File: config.mk
export PLATFORM = sky130hd
export DESIGN_NAME = count_seq_monitor
export DESIGN_NICKNAME = d
export VERILOG_FILES = /design/src/rtl/count_seq_monitor_pkg.sv /design/src/rtl/count_seq_monitor_sat_counter.sv /design/src/rtl/count_seq_monitor.sv
export SDC_FILE = /design/constraint.sdc
export NUM_CORES = 1
export LEC_CHECK = 0
export CAP_MARGIN = 30
export CORE_AREA = 2 2 51 53
export CTS_BUF_LIST = sky130_fd_sc_hd__clkbuf_8
export DETAILED_ROUTE_END_ITERATION = 10
export DIE_AREA = 0 0 53 55
export PLACE_DENSITY = 0.84
export SLEW_MARGIN = 20
export SYNTH_ARGS = -nofsm -noshare
export SYNTH_HDL_FRONTEND = slang
export SYNTH_SLANG_ARGS = --single-unit
File: constraint.sdc
create_clock -name clk -period 3.3 [get_ports clk]
set_input_delay 0.66 -clock clk [delete_from_list [all_inputs] [get_ports clk]]
set_output_delay 0.66 -clock clk [all_outputs]
set_load 0.02 [all_outputs]
File: src/rtl/count_seq_monitor_pkg.sv
// cnt_mon_pkg: shared definitions for the counter sequence monitor.
//   state_t     - monitor FSM states (IDLE, TRACK, ERR), 2-bit encoding
//   DEF_WIDTH   - default counter width
//   MAXV        - all-ones value of a DEF_WIDTH counter (default load value)
package cnt_mon_pkg;

  typedef enum logic [1:0] {
    IDLE  = 2'd0,
    TRACK = 2'd1,
    ERR   = 2'd2
  } state_t;

  localparam int unsigned DEF_WIDTH = 3;
  localparam int unsigned MAXV      = (1 << DEF_WIDTH) - 1;

endpackage

File: src/rtl/count_seq_monitor_sat_counter.sv
// sat_counter: W-bit event counter that stops at all-ones instead of wrapping.
// Ports:
//   clk   in   rising-edge clock
//   rst_n in   synchronous active-low reset (clears the count)
//   inc   in   count one event this cycle
//   clr   in   synchronous clear, takes priority over inc
//   cnt   out  current count
module sat_counter #(
  parameter int unsigned W = 8
) (
  input  logic         clk,
  input  logic         rst_n,
  input  logic         inc,
  input  logic         clr,
  output logic [W-1:0] cnt
);

  logic [W-1:0] cnt_q;
  logic [W-1:0] cnt_d;

  always_comb begin
    cnt_d = cnt_q;
    if (clr) begin
      cnt_d = '0;
    end else if (inc && (cnt_q != {W{1'b1}})) begin
      cnt_d = cnt_q + W'(1);
    end
  end

  always_ff @(posedge clk) begin
    if (!rst_n) begin
      cnt_q <= '0;
    end else begin
      cnt_q <= cnt_d;
    end
  end

  assign cnt = cnt_q;

endmodule

File: src/rtl/count_seq_monitor.sv
// count_seq_monitor: watches the control inputs of a WIDTH-bit up/down
// counter, predicts its q/cout every cycle and flags disagreements.
// Ports:
//   clk, rst_n            clock and synchronous active-low reset
//   set, count, inc       counter controls (load, enable, direction)
//   q, cout               counter outputs under check
//   synced                a load has been seen, prediction is meaningful
//   exp_q                 predicted counter value for this cycle
//   mismatch              pulse: last cycle's q/cout disagreed with prediction
//   err_sticky            held error flag, cleared by reset or set
//   err_count, wrap_count saturating totals of mismatches and predicted wraps
module count_seq_monitor
  import cnt_mon_pkg::*;
#(
  parameter int unsigned     WIDTH     = DEF_WIDTH,
  parameter logic [WIDTH-1:0] SET_VALUE = WIDTH'(MAXV),
  parameter int unsigned     CNT_W     = 8
) (
  input  logic             clk,
  input  logic             rst_n,
  input  logic             set,
  input  logic             count,
  input  logic             inc,
  input  logic [WIDTH-1:0] q,
  input  logic             cout,
  output logic             synced,
  output logic [WIDTH-1:0] exp_q,
  output logic             mismatch,
  output logic             err_sticky,
  output logic [CNT_W-1:0] err_count,
  output logic [CNT_W-1:0] wrap_count
);

  state_t           state_q, state_d;
  logic [WIDTH-1:0] pred_q, pred_d;
  logic             pcout_q, pcout_d;
  logic             mismatch_q;
  logic             sticky_q, sticky_d;
  logic             cmp;

  // Prediction runs in every state; only the comparison is gated by the FSM.
  always_comb begin
    pred_d  = pred_q;
    pcout_d = 1'b0;
    if (set) begin
      pred_d = SET_VALUE;
    end else if (count) begin
      if (inc) begin
        pred_d  = pred_q + WIDTH'(1);
        pcout_d = (pred_q == {WIDTH{1'b1}});
      end else begin
        pred_d  = pred_q - WIDTH'(1);
        pcout_d = (pred_q == '0);
      end
    end
  end

  // Compare the counter's current outputs against the current prediction.
  assign cmp = (state_q != IDLE) && ((q != pred_q) || (cout != pcout_q));

  always_comb begin
    state_d  = state_q;
    sticky_d = sticky_q;
    case (state_q)
      IDLE:    if (set) state_d = TRACK;
      TRACK:   if (set) state_d = TRACK; else if (cmp) state_d = ERR;
      ERR:     if (set) state_d = TRACK;
      default: state_d = IDLE;
    endcase
    // A simultaneous set wins over a new error for the sticky flag only;
    // the mismatch itself is still pulsed and counted.
    if (set) begin
      sticky_d = 1'b0;
    end else if (cmp) begin
      sticky_d = 1'b1;
    end
  end

  always_ff @(posedge clk) begin
    if (!rst_n) begin
      state_q    <= IDLE;
      pred_q     <= '0;
      pcout_q    <= 1'b0;
      mismatch_q <= 1'b0;
      sticky_q   <= 1'b0;
    end else begin
      state_q    <= state_d;
      pred_q     <= pred_d;
      pcout_q    <= pcout_d;
      mismatch_q <= cmp;
      sticky_q   <= sticky_d;
    end
  end

  sat_counter #(.W(CNT_W)) u_err_cnt (
    .clk   (clk),
    .rst_n (rst_n),
    .inc   (cmp),
    .clr   (1'b0),
    .cnt   (err_count)
  );

  // A wrap is counted when the predicted carry/borrow is loaded with 1.
  sat_counter #(.W(CNT_W)) u_wrap_cnt (
    .clk   (clk),
    .rst_n (rst_n),
    .inc   (pcout_d),
    .clr   (1'b0),
    .cnt   (wrap_count)
  );

  assign synced     = (state_q != IDLE);
  assign exp_q      = pred_q;
  assign mismatch   = mismatch_q;
  assign err_sticky = sticky_q;

endmodule
### Yosys cells after proc, flatten, opt, wreduce, memory -nomap -nowiden

Cells that the tools add are included.

* add/sub/neg operators: 4
* equal/unequal tests: 9
* multiplexer cells: 10
* bitwise operators: 1
* reductions and logical operators: 11

Operators by type and width (number)
* 8-bit by 1-bit adder with 8-bit output (second input constant): 2
* 8-bit inequality test (second input constant): 2
* 3-bit two-way mux: 3
* 2-bit two-way mux: 3
* 2-bit one-hot mux with 2 select lines: 1
* 2-bit nonzero test: 2
* 2-bit OR reduction: 2
* 3-bit by 1-bit adder with 3-bit output (second input constant): 1
* 3-bit equality test (second input constant): 1
* 1-bit logical AND: 3
* 3-bit zero test: 1
* 1-bit two-way mux: 3
* 3-bit by 2-bit inequality test with 1-bit output (second input constant): 1
* 3-bit inequality test: 1
* 3-bit by 1-bit subtractor with 3-bit output (second input constant): 1
* 2-bit by 1-bit equality test with 1-bit output (second input constant): 1
* 2-bit equality test (second input constant): 1
* 2-bit zero test: 1
* 2-bit by 1-bit inequality test with 1-bit output (second input constant): 1
* 2-bit AND reduction: 1
* 1-bit logical OR: 1
* 1-bit inequality test: 1
* 1-bit inverter: 1

* bits in registers: 24
* input port bits: 9
* output and inout bits: 22
* logic and storage cells: 42

### Logic depth before layout (Yosys ltp)

* depth in word-level cells: 6
* depth in mapped cells: 6
* mapped depth without buffers: 6

### Hierarchy

A second synthesis with hierarchy kept.

* cell total of the unflattened synthesis: 134
* area total of the unflattened synthesis: 1262.5 µm²

By module, submodules not included
* sat_counter: instances 2, cells an instance 46, area each 421.7 µm², seq. area each 160.2 µm²
* count_seq_monitor: instances 1, cells an instance 42, area each 419.2 µm², seq. area each 160.2 µm²

### Worst setup path before layout

Ideal clock, no wire load.

* path kind: input to register
* start: input port inc
* end: register u_wrap_cnt.cnt_q[0] (netlist: u_wrap_cnt.cnt[0])
* library setup time: 0.070 ns
* data arrival time: 1.811 ns
* data required time: 3.230 ns
* setup slack: 1.418 ns
* cell stages on the path: 4
* buffers on the path: 0
* cell sequence: or4_4 a21o_1 or3_1 a21oi_1

* cells in the longest elaborated chain, start to end: 4

RTL lines
* start: declaration: line count_seq_monitor.sv:23 `input logic inc,`
* 1-bit two-way mux: line count_seq_monitor.sv:48 `if (inc) begin`
* 1-bit two-way mux: line count_seq_monitor.sv:47 `end else if (count) begin`
* 1-bit two-way mux: line count_seq_monitor.sv:45 `if (set) begin`
* 1-bit logical AND: line count_seq_monitor_sat_counter.sv:25 `end else if (inc && (cnt_q != {W{1'b1}})) begin`
* end signal: assignment: line count_seq_monitor_sat_counter.sv:34 `cnt_q <= cnt_d;`
* end: declaration: line count_seq_monitor_sat_counter.sv:18 `logic [W-1:0] cnt_q;`

No other way between the ends.
A chain may end at the register's enable or synchronous reset.

### Final worst setup path

* start: input port cout
* end: register u_err_cnt.cnt_q[6] (netlist: u_err_cnt.cnt[6])

* cells in the longest elaborated chain, start to end: 4

RTL lines
* start: declaration: line count_seq_monitor.sv:25 `input logic cout,`
* 1-bit inequality test: line count_seq_monitor.sv:59 `assign cmp = (state_q != IDLE) && ((q != pred_q) || (cout != pcout_q));`
* 1-bit logical OR: line count_seq_monitor.sv:59
* 1-bit logical AND: line count_seq_monitor.sv:59
* 1-bit logical AND: line count_seq_monitor_sat_counter.sv:25
* end signal: assignment: line count_seq_monitor_sat_counter.sv:34
* end: declaration: line count_seq_monitor_sat_counter.sv:18

No other way between the ends.

==> qor.txt <==
Register area share after synthesis -> 39.3%
Logic gate share of total power -> 14.0%
GRT overflow -> 0
Post-DP Area -> 1550 sq um
Slew of the pin with the lowest slew margin -> 0.784 ns
Setup-failing EPs final -> 0
Area delta synth->final -> 32.1%
Multi-input logic area -> 693 sq um
Clock Power Share -> 39.2%
Post-CTS resize count -> 0
Max-cap violations -> 0
Synth cell types -> 40
Synth Area per Inst -> 9.20 sq um
Setup repair bufs after CTS -> 0
Top FF cell, synth -> dfxtp_1
WP data arrival -> 2.49 ns
Worst hold start -> err_sticky
Drt pass-1 iters -> 4
Root Driver -> clkbuf_8
Port buffer count -> 30
Share of cells above drive strength 1 -> 7.36%
Clock sinks -> 24
#FFs+latches synth -> 24
Initial Utilization -> 51.7%
Reg-to-Reg Start -> exp_q[2]
Clock transition at path regs -> 0.09 ns
Synth warn -> 0
Fmax -> 0.432 GHz
Row cnt -> 18
P_int -> 0.000503 W
Switch Pwr -> 0.000158 W
Die H -> 55 um
RSZ-0062 raised after global routing -> false
Mapped Nets -> 145
Placer's final routability congestion estimate -> 0.824
Hold path cells -> 2
Vias in the first global route -> 1081
Post-DR wirelength/cell -> 13.9 um
Fin crit period -> 2.31 ns
Worst EP required -> 3.47 ns
Slew headroom -> 47.6%
Reg2Reg Setup Slack -> 1.40 ns
Mapped Cells -> 133
Worst VDD drop -> 0.421 mV
Clock Latency Late Sink -> 0.27 ns
Largest net degree at the start of global routing -> 20
Mean number of vias per cell -> 5.99
HPWL Detailed -> 1870 um
Post-DRT Antenna Nets -> 0
Worst Hold Class -> reg -> reg
Sequential share of power -> 46.8%
Final Hold Vio Count -> 0
Hold Path End -> err_sticky
DRC -> 0
CTS buffer count -> 3
Cells on worst reg2reg path -> 4
Htree depth -> 1
Pins Over Slew Limit -> 0
Pleak -> 0.530 nW
Hold-fix buffer count after cts -> 0
Post-synth ARST share -> 0%
Critical Path Fanout Max -> 17
Crit path kind -> in -> reg
Post-route cell area -> 1620 sq um
GRT Util Overall -> 21.1%
Setup TNS -> 0 ns
Utilization after layout -> 68.4%
Flip-flop and latch area -> 480 sq um
Antenna violations before repair -> 0
Final wirelength -> 2680 um
Final Net Count -> 176
Post-Syn Area -> 1220 sq um
Fillers -> 201
1st-iter DRT viols -> 20
Net Sw Frac -> 23.9%
Post-synth EDFFs -> 0
CTS tree -> built
Core area -> 2360 sq um
Clock Tree Buf Depth -> 2
I/O pins -> 31
Worst setup EP type -> flip-flop
Die Wd -> 53 um
Reg-to-reg endpoint -> u_err_cnt.cnt[6]
Clk_skew -> 0.00945 ns
Pwr dens -> 409 nW/um^2
DIE AREA -> 2920 sq um
Final clock period utilization by the worst path -> 70.1%
Worst-case hold slack -> 0.454 ns
First-pass GRT wire length -> 4600 um
Setup crit start kind -> input pin
Vias -> 1157
ANT cells -> 0
Status -> complete, no violations
[placed cells by master, fill, tap and decap left out, types with 3 or more instances in the layout]
master           instances
a21oi_1                 13
dfxtp_1                 24
nand4_1                  4
inv_1                    8
xor2_1                   5
nor2_1                   7
nor3_1                   4
o31ai_1                  3
clkbuf_8                 3
nand2_1                  7
a311oi_1                 3
o21ai_0                  4
nand3_1                  8
o41ai_1                  3
clkdlybuf4s50_1         30
or4_1                    4
[per-layer routing]
metal / track usage (%) / routed length, um / vias to the layer above
met2: 37.1 / 1340 / 38
met1: 26.4 / 1160 / 547
li1: - / - / 565
met4: 7.69 / 51 / 0
met3: 2.96 / 128 / 7
met5: 0 / 0 / -
[worst max-delay path by stage]
stage	from	end	slack [ns]	cells after the start
after global placement	cout	u_err_cnt.cnt[6]	0.75	5
after CTS	cout	u_err_cnt.cnt[6]	1.0	5
after global routing	cout	u_err_cnt.cnt[6]	0.87	5
after detailed placement	cout	u_err_cnt.cnt[6]	0.70	5
after floorplan	inc	u_wrap_cnt.cnt[0]	1.42	4
final	cout	u_err_cnt.cnt[6]	0.99	5
[sequential cells by signal, indices dropped and copies added, names as in the netlist]
name	cells
pcout_q	1
exp_q	3
state_q	2
u_wrap_cnt.cnt	8
err_sticky	1
mismatch	1
u_err_cnt.cnt	8
[power groups by stage]
stage	Sequential [W]	Clock, W	Combinational [W]
final	0.000309	0.000259	0.0000929
after global routing	0.000311	0.000271	0.000103
after CTS	0.000310	0.000260	0.0000935
after detailed placement	0.000316	0	0.0000929
after global placement	0.000316	0	0.0000911
after floorplan	0.000324	0	0.0000495
[worst max-delay path: stages]
cell             delay, ns
clkdlybuf4s50_1       0.41
xor2_1                0.19
o41ai_4               0.79
nor3_1                0.13
o221a_2               0.29
[cell type report]
cell class / instances / area share [%]
multi-input combinational: 96 / 42.9
inverter: 9 / 2.09
clock buffer: 3 / 2.55
clock inverter: 1 / 1.86
sequential: 24 / 29.7
tap: 30 / 2.32
timing repair buffer: 30 / 18.6
[synth_stat cells (3+ instances only)]
| cell type | count | area (sq um) |
|---|---|---|
| dfxtp_1 | 24 | 480 |
| a21oi_1 | 13 | 65.1 |
| inv_1 | 8 | 30.0 |
| nand3_1 | 8 | 40.0 |
| nand2_1 | 7 | 26.3 |
| nor2_1 | 7 | 26.3 |
| xor2_1 | 5 | 43.8 |
| nand4_1 | 4 | 25.0 |
| nor3_1 | 4 | 20.0 |
| o21ai_0 | 4 | 20.0 |
| or4_1 | 4 | 30.0 |
| a311oi_1 | 3 | 26.3 |
| clkbuf_1 | 3 | 11.3 |
| o31ai_1 | 3 | 22.5 |
| o41ai_1 | 3 | 26.3 |
[metrics by stage]
step | power (W) | std cells | setup slack [ns]
after floorplan | 0.000373 | 133 | 1.42
after global placement | 0.000407 | 189 | 0.749
after detailed placement | 0.000409 | 189 | 0.701
after CTS | 0.000663 | 193 | 0.997
after global routing | 0.000686 | 193 | 0.874
final | 0.000662 | 193 | 0.987
[cell families after synthesis]
group / synth area share (%)
flops: 39.3
mux: 2.56
fa+ha+maj: 3.68
compound gates: 25.6
xor+xnor: 5.01
simple gates: 19.8
buf+inv: 4.09
Power figures use the tool's default switching activity.
